### src/rtl/xnor_arb_pkg.sv
// Shared types and helpers for controllers that time-share one xnor_gate.
// Holds the FSM state type, the counter width and the round-robin search.
package xnor_arb_pkg;

    typedef enum logic [1:0] {IDLE, EVAL, RESP} arb_state_t;

    localparam int TXN_W   = 8;
    localparam int MAX_REQ = 16;
    localparam int IDX_W   = 4;

    typedef struct packed {
        logic             found;
        logic [IDX_W-1:0] idx;
    } pick_t;

    // Scan upward from ptr, modulo n, and return the first valid index.
    function automatic pick_t rr_pick(input logic [MAX_REQ-1:0] valid,
                                      input logic [IDX_W-1:0]   ptr,
                                      input int                 n);
        pick_t            r;
        int               pos;
        logic [IDX_W-1:0] sel;
        r = '0;
        for (int k = 0; k < MAX_REQ; k++) begin
            pos = (int'(ptr) + k) % n;
            sel = pos[IDX_W-1:0];
            if (k < n && !r.found && valid[sel]) begin
                r.found = 1'b1;
                r.idx   = sel;
            end
        end
        return r;
    endfunction

endpackage

### src/rtl/rr_picker.sv
// Combinational round-robin picker: one-hot grant plus index for the first
// valid requester at or after rr_ptr.
module rr_picker
    import xnor_arb_pkg::*;
#(
    parameter  int N_REQ = 4,
    localparam int ID_W  = $clog2(N_REQ)
) (
    input  logic [N_REQ-1:0] req_valid,
    input  logic [ID_W-1:0]  rr_ptr,
    output logic [N_REQ-1:0] grant_onehot,
    output logic [ID_W-1:0]  grant_idx,
    output logic             grant_found
);

    logic [MAX_REQ-1:0] valid_ext;
    logic [IDX_W-1:0]   ptr_ext;
    pick_t              pick;

    always_comb begin
        valid_ext                = '0;
        valid_ext[N_REQ-1:0]     = req_valid;
        ptr_ext                  = '0;
        ptr_ext[ID_W-1:0]        = rr_ptr;
        pick                     = rr_pick(valid_ext, ptr_ext, N_REQ);
        grant_found              = pick.found;
        grant_idx                = pick.idx[ID_W-1:0];
        grant_onehot             = '0;
        for (int i = 0; i < N_REQ; i++) begin
            grant_onehot[i] = pick.found && (pick.idx == IDX_W'(i));
        end
    end

endmodule

### src/rtl/xnor_gate_arbiter.sv
// Round-robin sequencer sharing one external xnor_gate between N_REQ
// requesters; returns each result tagged with the requester index.
module xnor_gate_arbiter
    import xnor_arb_pkg::*;
#(
    parameter  int N_REQ = 4,
    localparam int ID_W  = $clog2(N_REQ)
) (
    input  logic             clk,
    input  logic             rst,
    input  logic [N_REQ-1:0] req_valid,
    input  logic [N_REQ-1:0] req_a,
    input  logic [N_REQ-1:0] req_b,
    output logic [N_REQ-1:0] req_ready,
    output logic             gate_a,
    output logic             gate_b,
    input  logic             gate_y,
    output logic             rsp_valid,
    input  logic             rsp_ready,
    output logic [ID_W-1:0]  rsp_id,
    output logic             rsp_y,
    output logic [TXN_W-1:0] txn_count
);

    arb_state_t       state;
    logic [ID_W-1:0]  rr_ptr;
    logic [N_REQ-1:0] grant_onehot;
    logic [ID_W-1:0]  grant_idx;
    logic             grant_found;
    logic             accept;

    rr_picker #(.N_REQ(N_REQ)) u_picker (
        .req_valid    (req_valid),
        .rr_ptr       (rr_ptr),
        .grant_onehot (grant_onehot),
        .grant_idx    (grant_idx),
        .grant_found  (grant_found)
    );

    // The picked index is always a valid requester, so a find is an accept.
    assign accept    = (state == IDLE) && grant_found && !rst;
    assign req_ready = accept ? grant_onehot : '0;

    always_ff @(posedge clk) begin
        if (rst) begin
            state     <= IDLE;
            rr_ptr    <= '0;
            gate_a    <= 1'b0;
            gate_b    <= 1'b0;
            rsp_valid <= 1'b0;
            rsp_id    <= '0;
            rsp_y     <= 1'b0;
            txn_count <= '0;
        end else begin
            case (state)
                IDLE: begin
                    if (accept) begin
                        gate_a <= req_a[grant_idx];
                        gate_b <= req_b[grant_idx];
                        rsp_id <= grant_idx;
                        state  <= EVAL;
                    end
                end
                EVAL: begin
                    rsp_y     <= gate_y;
                    rsp_valid <= 1'b1;
                    state     <= RESP;
                end
                RESP: begin
                    if (rsp_ready) begin
                        rsp_valid <= 1'b0;
                        rr_ptr    <= (rsp_id == ID_W'(N_REQ - 1)) ? '0 : rsp_id + 1'b1;
                        txn_count <= txn_count + 1'b1;
                        state     <= IDLE;
                    end
                end
                default: state <= IDLE;
            endcase
        end
    end

endmodule

### config.mk
export PLATFORM = sky130hd
export DESIGN_NAME = xnor_gate_arbiter
export DESIGN_NICKNAME = d
export VERILOG_FILES = /design/src/rtl/xnor_arb_pkg.sv /design/src/rtl/rr_picker.sv /design/src/rtl/xnor_gate_arbiter.sv
export SDC_FILE = /design/constraint.sdc
export NUM_CORES = 1
export LEC_CHECK = 0
export ABC_CLOCK_PERIOD_IN_PS = 2300
export CAP_MARGIN = 20
export CORE_MARGIN = 10
export CORE_UTILIZATION = 40
export CTS_CLUSTER_DIAMETER = 200
export CTS_CLUSTER_SIZE = 25
export DETAILED_ROUTE_END_ITERATION = 10
export PLACE_DENSITY = 0.77
export REMOVE_ABC_BUFFERS = 1
export SYNTH_ARGS = -nofsm -noshare
export SYNTH_HDL_FRONTEND = slang
export SYNTH_SLANG_ARGS = --single-unit
### constraint.sdc
create_clock -name clk -period 2.3 [get_ports clk]
set_input_delay 0.46 -clock clk [delete_from_list [all_inputs] [get_ports clk]]
set_output_delay 0.46 -clock clk [all_outputs]
set_load 0.01 [all_outputs]
== Word level (Yosys, flattened, before mapping) ==
Cells that the tools add are included.

* Word-level logic and storage cells: 75
* Output and inout port bits: 18
* Bits in registers: 18
* Input port bits: 16

* Muxes and demuxes: 23
* Bitwise operators: 3
* Add/sub/neg operators: 5
* Eq/ne operators: 8
* Reduce and logical (&&, ||, !) cells: 23
* $lt $le $gt $ge: 5

{| class="wikitable"
|+ Operators by type and width
! kind !! count
|-
| $mux 5 || 4
|-
| $lt 4x5->1 const B || 3
|-
| $bmux 1 s3 || 3
|-
| $logic_and 1x1->1 || 9
|-
| $add 8x1->8 const B || 1
|-
| $eq 4x2->1 const B || 2
|-
| $reduce_and 2->1 || 4
|-
| $mux 1 || 7
|-
| $bmux 1 s2 || 3
|-
| $mux 2 || 3
|-
| $pmux 2 s3 || 1
|-
| $reduce_or 2->1 || 3
|-
| $lt 2x5->1 const B || 1
|-
| $add 2x1->2 const B || 2
|-
| $add 2x2->2 const B || 2
|-
| $eq 2x2->1 const B || 2
|-
| $eq 4x1->1 const B || 1
|-
| $logic_not 1->1 || 4
|-
| $logic_not 4->1 || 1
|-
| $mux 4 || 1
|-
| $ne 2x2->1 const B || 2
|-
| $and 1x1->1 const A || 3
|-
| $lt 2x3->1 const B || 1
|-
| $eq 2x1->1 const B || 1
|-
| 3 further kinds || 3
|}

== Longest topological paths before layout ==
* Word-level depth: 17
* Gate-level depth with buffers: 7

== Modules after synthesis ==
A second synthesis with hierarchy kept.

* Cell total of the unflattened synthesis: 119
* Area, all modules: 1008.5 µm²

{| class="wikitable"
|+ Modules (own cells, without submodules)
! module !! sequential area each (µm²) !! instances !! area each (µm²) !! cells each
|-
| xnor_gate_arbiter || 360.3 || 1 || 797.0 || 86
|-
| rr_picker || 0.0 || 1 || 211.5 || 33
|}

== Worst setup path after synthesis ==
OpenSTA, ideal clock, no wires.

* Kind: input-to-output
* From: input rst
* To: output req_ready[2]
* Data arrival time: 1.383 ns
* Buffers on the path: 1
* Stages: 4
* Data required time: 1.840 ns
* Path slack: 0.457 ns
* Path through: clkbuf_1 > nor4_4 > o221ai_2 > nor2_1

* Word-level cells in the longest chain between the ends: 3

{| class="wikitable"
|+ Ends and longest elaborated chain
! item !! RTL line !! source
|-
| from (decl) || xnor_gate_arbiter.sv:10 || <nowiki>input logic rst,</nowiki>
|-
| $logic_not 1->1 || xnor_gate_arbiter.sv:41 || <nowiki>assign accept = (state == IDLE) && grant_found && !rst;</nowiki>
|-
| $logic_and 1x1->1 || xnor_gate_arbiter.sv:41 ||
|-
| $mux 4 || xnor_gate_arbiter.sv:42 || <nowiki>assign req_ready = accept ? grant_onehot : '0;</nowiki>
|-
| to (decl) || xnor_gate_arbiter.sv:14 || <nowiki>output logic [N_REQ-1:0] req_ready,</nowiki>
|}

No other way between the ends.

== Worst setup path after layout ==
* From: input req_valid[0]
* To: output req_ready[0]

* Word-level cells in the longest chain between the ends: 15

{| class="wikitable"
|+ Ends and longest elaborated chain
! item !! RTL line !! source
|-
| from (decl) || xnor_gate_arbiter.sv:11 || <nowiki>input logic [N_REQ-1:0] req_valid,</nowiki>
|-
| $bmux 1 s2 || xnor_arb_pkg.sv:27 || <nowiki>if (k < n && !r.found && valid[sel]) begin</nowiki>
|-
| $mux 1 (implied by the code) || xnor_arb_pkg.sv:27 ||
|-
| $mux 5 || xnor_arb_pkg.sv:27 ||
|-
| $logic_not 1->1 || xnor_arb_pkg.sv:27 ||
|-
| $logic_and 1x1->1 || xnor_arb_pkg.sv:27 ||
|-
| $mux 5 || xnor_arb_pkg.sv:27 ||
|-
| $logic_not 1->1 || xnor_arb_pkg.sv:27 ||
|-
| $logic_and 1x1->1 || xnor_arb_pkg.sv:27 ||
|-
| $mux 5 || xnor_arb_pkg.sv:27 ||
|-
| $logic_not 1->1 || xnor_arb_pkg.sv:27 ||
|-
| $logic_and 1x1->1 || xnor_arb_pkg.sv:27 ||
|-
| $mux 5 (*) || xnor_arb_pkg.sv:27 ||
|-
| $logic_not 4->1 / $logic_and 1x1->1 (equally long branches) || rr_picker.sv:30, xnor_gate_arbiter.sv:41 ||
|-
| $logic_and 1x1->1 (on tied branches) || rr_picker.sv:30, xnor_gate_arbiter.sv:41 ||
|-
| $mux 4 (*) || xnor_gate_arbiter.sv:42 ||
|}

Mark *: on every way between the ends. The rest lies on a longest branch, timed or not. The select of a mux whose other input is x is not followed.

==> results.md <==
Yosys:
- Summing every instance area after synthesis gives 913 um2.
- Counting flops with an async set or reset pin after synthesis yields a share of 0%.
- The Yosys step of the flow raised 0 warnings.
- The most used flip-flop cell after synthesis is sky130_fd_sc_hd__dfxtp_1.
- After synthesis, the mean cell area works out to 8.62 um2.
- Synthesis inferred 18 register bits.
- The synthesized netlist contains 33 unique library cells.
- The synthesized instance count is 106.
- The synthesized design contains 0 enable-type register cells.
- The share of the yosys chip area belonging to registers is 39.5%.

Pwr:
- In this run the power density over the cells is 471 mW/mm2.
- The design draws 0.654 mW.
- IR analysis of the VDD net gives a maximum drop of 0.287 mV.
- The cell leakage power is 0.562 nW.

Worst hold path:
- The worst hold path belongs to the class reg2reg.
- The startpoint of the lowest-slack hold path is rsp_y.

STA:
- The number of hold violations in the final report is 0.
- The final worst setup slack is 0.135 ns.
- The headroom to the max-slew limit is 81.1%.
- The transition at the pin with the smallest max-transition slack is 0.283 ns.
- The max-slew violation count came to 0.
- The clock period minus final worst setup slack is 2.17 ns.
- The final setup violation count is 0.
- After layout, the worst path uses 94.1% of the clock period.
- Setup repair after global routing left no endpoint under its margin.
- The setup TNS after final layout is 0 ns.
- The clock arrives with 0.00635 ns of skew.
- Based on the critical path, the design can be clocked at up to 0.462 GHz.

Critical path:
- The kind of capture point of the worst setup path is an output pin.
- Counting stages on the worst path, the most repeated cell is sky130_fd_sc_hd__nor4_4.
- The maximum fanout encountered on the critical timing path is 5.
- The total buffers and inverters traversed by the critical path is 3.
- The critical path in this run is classified as in2out.
- The peak per-stage delay on the critical path is 0.35 ns.
- The worst setup path is launched from an input port.
- The critical path goes through clkdlybuf4s15_1 > nor4_4 > nor4_4 > buf_4 > nand2_1 > nor2_1 > dlygate4sd2_1.
- The endpoint arrival time on the critical path is 1.71 ns.
- The cell family contributing the most delay on the critical path is buffers and inverters.
- At the worst endpoint, the required time is 1.84 ns.
- The cell with the largest stage delay on the worst path is sky130_fd_sc_hd__nor4_4.
- The worst flop-to-flop path startpoint is rr_ptr[1].
- The launching instance or port of the critical path is req_valid[0].

Die:
- The site row count is 17.
- Measured along the y axis, the die boundary spans 67.8 um.
- The die area is 0.00459 mm2.
- The die is 67.8 um wide.
- The region available for standard cell placement spans 0.00219 mm2.
- Once the floorplan was initialized, standard cells occupied 41.7% of the core.
- 34 I/O pins were placed.

Clocking:
- Clock-pin slew was measured on the worst setup and hold paths at 0.09 ns.
- The H-tree depth is 1.
- TritonCTS built the clock tree.
- The tree built by TritonCTS fans out to 18 sinks.
- The buffer levels on the longest clock path is 2.
- The clock root buffer is sky130_fd_sc_hd__clkbuf_4.
- The later-pin clock latency in the skew report is 0.28 ns.
- The number of hold buffers added after CTS was 0.
- The number of buffers inserted during clock tree synthesis is 3.

Layout:
- From synthesis to final layout, the design area changed by 51.9%.
- The sequential cell area in the final layout is 360 um2.
- The layout has 202 filler cells.
- The top cell types in the final layout, fill and taps aside, are sky130_fd_sc_hd__clkdlybuf4s50_1 (25), sky130_fd_sc_hd__nor2_1 (19), sky130_fd_sc_hd__dfxtp_1 (18), sky130_fd_sc_hd__buf_4 (15), sky130_fd_sc_hd__nand2_1 (8).
- The ratio of cells with drive above 1 in the final layout is 19.1%.
- The number of diodes is 0.
- The library cell used most frequently in the layout, excluding fill and tap cells, is sky130_fd_sc_hd__clkdlybuf4s50_1.
- At the end of the flow, the number of nets in the layout was 172.
- The area of the multi-input gates is 534 um2.

Run status:
- The run finished with clean final reports.

GRT:
- The aggregate global-route resource usage is 12.7%.
- The wire length of the first global-routing pass is 4620 um.
- The number of global-route vias before repair is 984.
- Entering global routing, the biggest net connects 16 pins.
- The initial antenna violation count is 0.
- The overall overflow remaining after global route is 0.

Detailed routing:
- The total wire length after detailed routing is 2660 um.
- After detailed routing, the number of remaining DRC violations is 0.
- Summing over every cut layer, the via total after detailed routing is 906.
- The total iterations of the first detailed-routing run is 4.
- The detailed-route wire length per cell is 14.8 um.
- In the routed layout, each cell is associated on average with a via count of 5.03.
- The count of nets left with antenna violations once routing finished came out at 0.
- The number of DRC violations after detailed-routing iteration 0 is 23.

Placed design:
- The number of buffers added on ports is 33.
- The congestion estimate from routability-driven global placement came to 0.814.
- Prior to clock tree synthesis, the placed netlist has a worst setup slack of -0.409 ns.
- The sum of net half-perimeters after detailed placement is 2100 um.

Job:
- The tool flagged a number of max-cap violations equal to 0.
-- synth_stat cells (all sizes together) (2+ instances only) --
library cell,number,area share [%]
mux2i,5,5.5
nor2b,2,1.4
a211oi,4,3.8
nand3b,2,1.6
ha,2,2.7
xor2,5,4.8
nor2,19,7.8
nand2,8,3.3
nand3,3,1.6
dfxtp,18,39
a21oi,7,4.2
nand4,2,1.4
inv,3,1.2
buf,2,2.5
nor3,4,2.2
o21ai,3,1.6
clkbuf,3,1.2
nor4,2,3.0
xnor2,2,1.9
-- tightest hold or removal path, stage by stage (launching register included) --
cell and delay [ns]:
sky130_fd_sc_hd__dfxtp_1 0.34, sky130_fd_sc_hd__mux2i_1 0.07, sky130_fd_sc_hd__nor2_1 0.07
-- layer usage --
layer / vias up / wire (um) / global-route usage, %
li1: 459 / - / -
met3: 4 / 297 / 6.45
met1: 410 / 1160 / 13.1
met4: 0 / 23 / 3.77
met2: 33 / 1180 / 22.2
met5: - / 0 / 0
-- per-stage QoR --
stage	hold slack (ns)	cell area, um2	std cells	utilization, %
floorplan	0.481	880	101	-
CTS	0.506	1400	180	63.8
global placement	0.478	1350	176	61.6
global route	0.529	1390	180	63.3
finish	0.510	1390	180	63.3
detailed placement	0.486	1350	176	61.6
-- layout make-up --
cell class                 count  area share [%]
timing repair buffer          48            30.6
clock buffer                   3            1.62
tap                           28            2.52
multi-input combinational     80            38.5
inverter                       3           0.812
sequential                    18            26.0
-- registers in the layout, summed over array words and instances (netlist names) --
register / cells
gate_b: 1
rsp_y: 1
gate_a: 1
rsp_id: 2
txn_count: 8
state: 2
rr_ptr: 2
rsp_valid: 1
-- what timing repair did --
action,CTS,global route
pin swaps,1,0
endpoints found under the setup margin,4,3
resized for setup,13,7
cloned,0,0
hold endpoints to repair,0,0
buffers inserted,1,0
-- logic make-up after synthesis --
| kind of cell | count (synthesis) | share of synthesized area [%] |
|---|---|---|
| and+or+nand+nor | 48 | 26.9 |
| AOI/OAI and AO/OA | 18 | 13.8 |
| DFF | 18 | 39.5 |
| buffers and inverters | 8 | 4.93 |
| xor gates and xnor gates | 7 | 6.71 |
| muxes | 5 | 5.48 |
| adders and majority gates | 2 | 2.74 |
-- final timing paths --
| path | to | slack, ns | depth (start not counted) |
|---|---|---|---|
| min reg2reg | rsp_y | 0.51 | 2 |
| max reg2reg | gate_b | 0.60 | 7 |
| max | req_ready[0] | 0.13 | 7 |
| min | rsp_y | 0.51 | 2 |
-- power by group --
group / switching [mW] / internal, mW
Clock: 0.0845 / 0.0607
Combinational: 0.0709 / 0.0937
Sequential: 0.0162 / 0.328
No activity file was read; power rests on OpenSTA's default activity.
